[config.mk]
export PLATFORM = sky130hd
export DESIGN_NAME = apb_master
export DESIGN_NICKNAME = d
export VERILOG_FILES = /design/src/rtl/apb_master.sv
export SDC_FILE = /design/constraint.sdc
export NUM_CORES = 1
export LEC_CHECK = 0
export BUFFER_PORTS_ARGS = -buffer_cell sky130_fd_sc_hd__buf_2
export CAP_MARGIN = 10
export CORE_MARGIN = 10
export CORE_UTILIZATION = 50
export DETAILED_ROUTE_END_ITERATION = 10
export GPL_ROUTABILITY_DRIVEN = 1
export GPL_TIMING_DRIVEN = 0
export PLACE_DENSITY = 0.79
export SYNTH_ARGS = -nofsm -noshare
export SYNTH_HDL_FRONTEND = slang
export SYNTH_SLANG_ARGS = --single-unit
[constraint.sdc]
create_clock -name PCLK -period 2.3 [get_ports PCLK]
set_clock_uncertainty 0.05 [all_clocks]
set_input_delay 0.115 -clock PCLK [delete_from_list [all_inputs] [get_ports PCLK]]
set_output_delay 0.115 -clock PCLK [all_outputs]
set_load 0.01 [all_outputs]
[src/rtl/apb_master.sv]
// rtl/apb_master.sv - APB requester bridging a command/response port onto an APB bus
//
// Purpose: accepts one read/write command at a time and runs it as an APB
// SETUP/ACCESS transfer. A completion pulse reports read data, or an error
// when the completer holds PREADY low for TIMEOUT ACCESS cycles.
//
// Ports:
//   PCLK, PRESET                 clock, synchronous active-high reset
//   cmd_valid/cmd_ready          command handshake
//   cmd_write/cmd_addr/cmd_wdata command fields, latched on acceptance
//   rsp_valid                    one-cycle completion pulse
//   rsp_rdata/rsp_err            completion data / timeout flag, held until next completion
//   busy                         transfer in progress
//   PSEL/PENABLE/PWRITE          APB control
//   PADDR/PWDATA                 APB address / write data
//   PRDATA/PREADY                APB completer return
module apb_master #(
  parameter int ADDR_W  = 8,
  parameter int DATA_W  = 8,
  parameter int TIMEOUT = 16
) (
  input  logic              PCLK,
  input  logic              PRESET,
  input  logic              cmd_valid,
  output logic              cmd_ready,
  input  logic              cmd_write,
  input  logic [ADDR_W-1:0] cmd_addr,
  input  logic [DATA_W-1:0] cmd_wdata,
  output logic              rsp_valid,
  output logic [DATA_W-1:0] rsp_rdata,
  output logic              rsp_err,
  output logic              busy,
  output logic              PSEL,
  output logic              PENABLE,
  output logic              PWRITE,
  output logic [ADDR_W-1:0] PADDR,
  output logic [DATA_W-1:0] PWDATA,
  input  logic [DATA_W-1:0] PRDATA,
  input  logic              PREADY
);

  typedef enum logic [1:0] {
    IDLE   = 2'd0,
    SETUP  = 2'd1,
    ACCESS = 2'd2
  } state_t;

  localparam logic [7:0] TIMEOUT_CNT = 8'(TIMEOUT);

  state_t     state;
  logic [7:0] wait_cnt;
  logic [7:0] wait_nxt;

  assign wait_nxt = wait_cnt + 8'd1;

  // Accept only in IDLE and never while reset is asserted, so nothing is
  // latched on an edge that reset is going to discard.
  assign cmd_ready = (state == IDLE) && !PRESET;
  assign busy      = (state != IDLE);

  // PADDR/PWRITE/PWDATA are the latched command registers themselves: they
  // change only on acceptance, so they stay stable through ACCESS wait
  // cycles and keep their last value while idle.
  always_ff @(posedge PCLK) begin
    if (PRESET) begin
      state     <= IDLE;
      wait_cnt  <= 8'd0;
      PSEL      <= 1'b0;
      PENABLE   <= 1'b0;
      PWRITE    <= 1'b0;
      PADDR     <= '0;
      PWDATA    <= '0;
      rsp_valid <= 1'b0;
      rsp_err   <= 1'b0;
      rsp_rdata <= '0;
    end else begin
      rsp_valid <= 1'b0;
      case (state)
        IDLE: begin
          if (cmd_valid) begin
            state  <= SETUP;
            PSEL   <= 1'b1;
            PWRITE <= cmd_write;
            PADDR  <= cmd_addr;
            PWDATA <= cmd_wdata;
          end
        end
        SETUP: begin
          state    <= ACCESS;
          PENABLE  <= 1'b1;
          wait_cnt <= 8'd0;
        end
        ACCESS: begin
          // PREADY is checked first so a completer answering on the very
          // edge the counter would expire still completes normally.
          if (PREADY) begin
            state     <= IDLE;
            PSEL      <= 1'b0;
            PENABLE   <= 1'b0;
            rsp_valid <= 1'b1;
            rsp_err   <= 1'b0;
            rsp_rdata <= PWRITE ? '0 : PRDATA;
          end else if (wait_nxt == TIMEOUT_CNT) begin
            state     <= IDLE;
            wait_cnt  <= wait_nxt;
            PSEL      <= 1'b0;
            PENABLE   <= 1'b0;
            rsp_valid <= 1'b1;
            rsp_err   <= 1'b1;
            rsp_rdata <= '0;
          end else begin
            wait_cnt <= wait_nxt;
          end
        end
        default: begin
          state   <= IDLE;
          PSEL    <= 1'b0;
          PENABLE <= 1'b0;
        end
      endcase
    end
  end

endmodule

* Word level (Yosys, flattened, before mapping)
Cells that the tools add are included.
** Storage, ports and cells
- Bits in read-only memories :: 0
- Output and inout port bits :: 31
- Word-level logic and storage cells :: 51
- Bits in writable memories :: 0
- Memories :: 0
- Register bits :: 39
- Latch bits :: 0
- Input bits :: 29
** Operators by class
- Add/subtract/negate cells :: 1
- Reductions and logical operators :: 13
- Multipliers :: 0
- Mux-type cells :: 18
- Shifts and indexed selects :: 0
- Order comparisons :: 0
- Divide/modulo/power cells :: 0
- Equality and inequality tests :: 6
- Bitwise operators :: 3
** Operator list (count)
- 2-to-1 mux 8 bit :: 4
- one-hot mux 8 bit (2 select lines) :: 1
- AND reduction 2 bit :: 5
- adder 8 x 1 -> 8 bit (second input constant) :: 1
- equality test 8 x 5 -> 1 bit (second input constant) :: 1
- 2-to-1 mux 1 bit :: 7
- 2-to-1 mux 2 bit :: 3
- one-hot mux 1 bit (3 select lines) :: 2
- one-hot mux 2 bit (3 select lines) :: 1
- nonzero test 2 bit :: 3
- != test 2 bit (second input constant) :: 2
- != test 3 bit (second input constant) :: 1
- NOT 1 bit :: 3
- AND reduction 3 bit :: 1
- equality test 2 x 1 -> 1 bit (second input constant) :: 1
- equality test 2 bit (second input constant) :: 1
- logical NOT 2 bit :: 1
- OR reduction 2 bit :: 1
- logical AND 1 bit :: 1
- logical NOT 1 bit :: 1

* Logic depth before layout (Yosys ltp)
- Word-level depth :: 5
- Mapped depth :: 6
- Gate-level depth less buffers :: 5

* Worst setup path after synthesis
No wires, ideal clock.
- Kind :: reg-to-reg
- Start point :: register wait_cnt[0]
- End point :: register PSEL
- Data required time :: 2.130 ns
- Arrival time :: 1.816 ns
- Path buffers :: 0
- Cell stages (with the launch flop) :: 6
- Library setup time :: 0.120 ns
- Setup slack :: 0.314 ns
- Period minus slack after synthesis :: 1.986 ns
- Cell sequence :: dfxtp_1 -> ha_1 -> nor4bb_1 -> nor2_1 -> or4_1 -> a211o_1
** On the way
- Word-level cells in the longest chain between the ends :: 4
** Ends and longest elaborated chain
- start: declaration :: RTL line 51 : logic [7:0] wait_cnt;
- start signal: assignment :: RTL line 105 : wait_cnt <= wait_nxt;
- start signal: assignment :: RTL line 112 : wait_cnt <= wait_nxt;
- adder 8 x 1 -> 8 bit :: RTL line 54 : assign wait_nxt = wait_cnt + 8'd1;
- equality test 8 x 5 -> 1 bit :: RTL line 103 : end else if (wait_nxt == TIMEOUT_CNT) begin
- != test 3 bit (no source line)
- AND reduction 3 bit (no source line)
- end signal: assignment :: RTL line 68 : PSEL <= 1'b0;
- end signal: assignment :: RTL line 106 : PSEL <= 1'b0;
- end signal: assignment :: RTL line 117 : PSEL <= 1'b0;
- end: declaration :: RTL line 33 : output logic PSEL,
Every way passes these cells.
A chain may end at the register's enable or synchronous reset.

* Worst setup path after layout
- Start point :: register wait_cnt[1]
- End point :: register PSEL
The elaborated chain is that of the path after synthesis.

==> results <==
- The worst setup path is captured at a flip-flop.
- The flow ran to the end, and the final reports show no timing, DRC or antenna violations.
- Dividing total power by cell area gives a power density of 544 nW/µm².
- The maximum level of the CTS H-tree is 2.
- The global-route total usage across every layer is 16.6%.
- The final worst-path cycle share is 95.9%.
- The clock input transition at the sequential cells of the worst setup and hold paths is 130 ps.
- The number of fill cells in the layout is 270.
- The global-route wire length before repair is 8480 µm.
- The area of the die is 6440 µm².
- The largest individual stage delay along the critical path comes from the cell sky130_fd_sc_hd__or4_1.
- The total of warnings raised by yosys is 0.
- The starting density of the core is 53.1%.
- The worst slew slack as a fraction of its limit is 61.4%.
- The estimated wirelength of the detail-placed design is 3520 µm.
- The buffer depth of the longest clock path is 2.
- The root cell of the clock tree is sky130_fd_sc_hd__clkbuf_4.
- Setup repair after global routing left no endpoint under its margin.
- Before CTS, the worst setup slack after placement is 121 ps.
- Setup violations remaining at the end of the flow were counted as 0.
- The CTS tree is done.
- 60 I/O pins were placed.
- At the worst endpoint, the required time is 2520 ps.
- The worst setup path category is reg2reg.
- STA puts the critical path data arrival time at 2420 ps.
- The iteration-0 DRC count of the detailed router is 126.
- The family with the most delay on the worst path is simple AND/OR/NAND/NOR gates.
- The die width is 80.2 µm.
- In this run the worst hold path is classified as in2reg.
- The number of buffer and inverter instances along the worst setup path is 0.
- The post-route core utilization is 72.6%.
- The final-layout setup total negative slack is 0 ps.
- The via density per instance is 5.39.
- The via count of the first global-routing pass is 1812.
- The count of input and output buffers is 59.
- The final estimated routing congestion in global placement is 0.854.
- The final hold violation count is 0.
- Leaving out fill and tap cells, the most frequent cell in the layout is sky130_fd_sc_hd__buf_2.
- The finished layout holds 353 standard cells, fillers aside.
- The synthesized netlist cell count is 214.
- The final critical delay including setup and external delays is 2210 ps.
- The synthesized netlist net count is 244.
- The total inserted antenna cells is 0.
- The aggregate routed wire length is 5260 µm.
- The maximum operating frequency is 453 MHz.
- STA classifies the critical path startpoint as a flip-flop.
- Buffers inserted during clock tree synthesis total 5.
- The number of distinct standard cells referenced by the synthesized netlist is 46.
- The power spent charging and discharging nets is 403 µW.
- Counting tap cells, the placed design contains a total of 319 instances.
- Entering global routing, the biggest net connects 13 pins.
- Yosys mapped a number of flops with a built-in enable equal to 0.
- After synthesis, the share of flip-flops with an asynchronous set or reset is 0%.
- Per report_power, the combinational group accounts for 19.1% of the total.
- The worst-case IR drop observed on VDD is 0.000379 V.
- The sequential share of the synthesized area is 43.0%.
- The die is 80.2 µm tall.
- Among all flip-flop cells after synthesis, the most frequent one is sky130_fd_sc_hd__dfxtp_1.
- In the final routed layout, each cell accounts on average for 14.9 µm.
- In this run the worst path has a maximum fanout of 8.
- After floorplanning, the core was sized to cover 3420 µm².
- In this run switching power makes up 29.9% of total power.
- The number of sinks driven by the clock tree is 39.
- The max-capacitance violation count is 0.
- The detailed-route via count is 1902.
- The area used by sequential logic in the layout is 782 µm².
- The clock network is responsible for 26.8% of the overall power.
- For this run the aggregate overflow at the end of global routing stands at 0.
- The post-synthesis sequential element count is 39.
- Sequential cells burn 54.0% of the power.
- The multi-input logic area is 916 µm².
- The first TritonRoute pass finished after 4 iterations.
- At the pin with the least slew margin, the transition time is 573 ps.
- Walking the worst path, the cells encountered are ha_1 -> nor4bb_1 -> nor2_1 -> or4_1 -> a211o_1.
- After layout, the worst setup slack is 94.2 ps.
- The initial antenna violation count was 0.
- The cell area that synthesis handed to floorplanning was 1810 µm².
- The net count reported at finish is 336.
- The total internal power is 946 µW.
- The top cell types in the final layout, fill and taps aside, are sky130_fd_sc_hd__buf_2, sky130_fd_sc_hd__nand2_1, sky130_fd_sc_hd__dfxtp_1, sky130_fd_sc_hd__a21oi_1, sky130_fd_sc_hd__dlygate4sd3_1.
- Once detail routing completed, the nets flagged for antenna violations numbered 0.
- Relative to the synthesized area, the layout overhead comes to 36.7%.
- In the routed design, unresolved DRC markers number 0.
- The highest cell delay on the worst timing path is 530 ps.
- In the final layout, the share of cells above drive strength 1 is 28.0%.
- The site row count is 21.
- The total count of max-transition violations in the final report was 0.
- After layout, the design draws a total of 1350 µW.
- The leakage power is 0.00102 µW.
- The mean area per synthesized cell is 8.48 µm².
- The later-pin clock latency in the skew report is 360 ps.
## power by group through the flow
stage / sequential [µW] / combinational, µW / clock [µW]
3_5_place_dp: 744 / 221 / 0
4_1_cts: 728 / 253 / 366
2_1_floorplan: 757 / 115 / 0
6_report: 729 / 258 / 362
5_1_grt: 734 / 286 / 401
3_3_place_gp: 742 / 219 / 0
## tightest hold or removal path, stage by stage
cell and delay, ps:
sky130_fd_sc_hd__buf_2 130, sky130_fd_sc_hd__nand2b_1 130, sky130_fd_sc_hd__nor2_1 50
## area by class of cell
type                            instances  share of cell area [%]
Buffer                                 14                    3.83
Clock buffer                            6                    1.66
Clock inverter                          2                   0.505
Inverter                                6                   0.908
Multi-Input combinational cell        155                    36.9
Sequential cell                        39                    31.5
Tap cell                               46                    2.32
Timing Repair Buffer                   85                    22.3
## metal layers
metal | vias up | global-route usage (%) | routed length [µm]
li1 | 955 | - | -
met1 | 869 | 18.2 | 2170
met3 | 7 | 8.35 | 545
met4 | 0 | 6.87 | 68
met5 | - | 0 | 0
met2 | 71 | 26.5 | 2470
## cell families (layout without fill, tap and decap cells)
family / count (synthesis) / in the layout / share of synthesized area (%)
mux: 1 / 1 / 0.621
simple gates: 94 / 94 / 26.9
buf+inv: 20 / 113 / 6.48
fa+ha+maj: 1 / 1 / 0.690
compound gates: 59 / 59 / 22.3
flops: 39 / 39 / 43.0
## final timing paths
kind / start / depth (start not counted) / to / slack, ps
worst max-delay path: wait_cnt[1]$_SDFFE_PP0P_ / 5 / PSEL$_SDFFE_PP0P_ / 90
worst min-delay path: PRESET / 3 / rsp_valid$_SDFF_PP0_ / 50
worst max register to register: wait_cnt[1]$_SDFFE_PP0P_ / 5 / PSEL$_SDFFE_PP0P_ / 90
worst min register to register: PADDR[2]$_SDFFE_PP0P_ / 2 / PADDR[2]$_SDFFE_PP0P_ / 410
## state kept, by name, indices dropped and copies added (netlist names)
register	cells
PWRITE	1
state	2
rsp_err	1
PWDATA	8
rsp_rdata	8
wait_cnt	8
rsp_valid	1
PENABLE	1
PADDR	8
PSEL	1
## synth_stat cells, types with 2 or more instances
cell / count / share of area [%]
sky130_fd_sc_hd__nand2_1: 49 / 10
sky130_fd_sc_hd__dfxtp_1: 39 / 43
sky130_fd_sc_hd__a21oi_1: 31 / 8.6
sky130_fd_sc_hd__nor2_1: 12 / 2.5
sky130_fd_sc_hd__clkbuf_1: 9 / 1.9
sky130_fd_sc_hd__a311oi_1: 8 / 3.9
sky130_fd_sc_hd__inv_1: 6 / 1.2
sky130_fd_sc_hd__nor3_1: 4 / 1.1
sky130_fd_sc_hd__a32oi_1: 3 / 1.4
sky130_fd_sc_hd__buf_6: 3 / 1.9
sky130_fd_sc_hd__nand3_1: 3 / 0.83
sky130_fd_sc_hd__nand4_1: 3 / 1.0
sky130_fd_sc_hd__nor3b_1: 3 / 1.2
sky130_fd_sc_hd__a2bb2oi_1: 2 / 0.97
sky130_fd_sc_hd__and2_2: 2 / 0.83
sky130_fd_sc_hd__clkbuf_8: 2 / 1.5
sky130_fd_sc_hd__nand2b_1: 2 / 0.69
sky130_fd_sc_hd__nor4_4: 2 / 2.3
sky130_fd_sc_hd__o211ai_1: 2 / 0.83
sky130_fd_sc_hd__o21ai_0: 2 / 0.55
sky130_fd_sc_hd__or4_1: 2 / 0.83
## timing repair
item                                   4_1_cts  5_1_grt
gates resized for setup                      0        1
setup endpoints to repair                    0        6
buffers inserted                             0        1
endpoints found under the hold margin       24        1
hold buffers                                24        1
## through the flow
stage / hold WS [ps] / area [µm²]
final: 45.7 / 2480
after global routing: 75.2 / 2480
after CTS: 6.44 / 2460
after detailed placement: 310 / 2170
after global placement: 306 / 2170
after floorplan: 201 / 1810
Power figures use the tool's default switching activity.
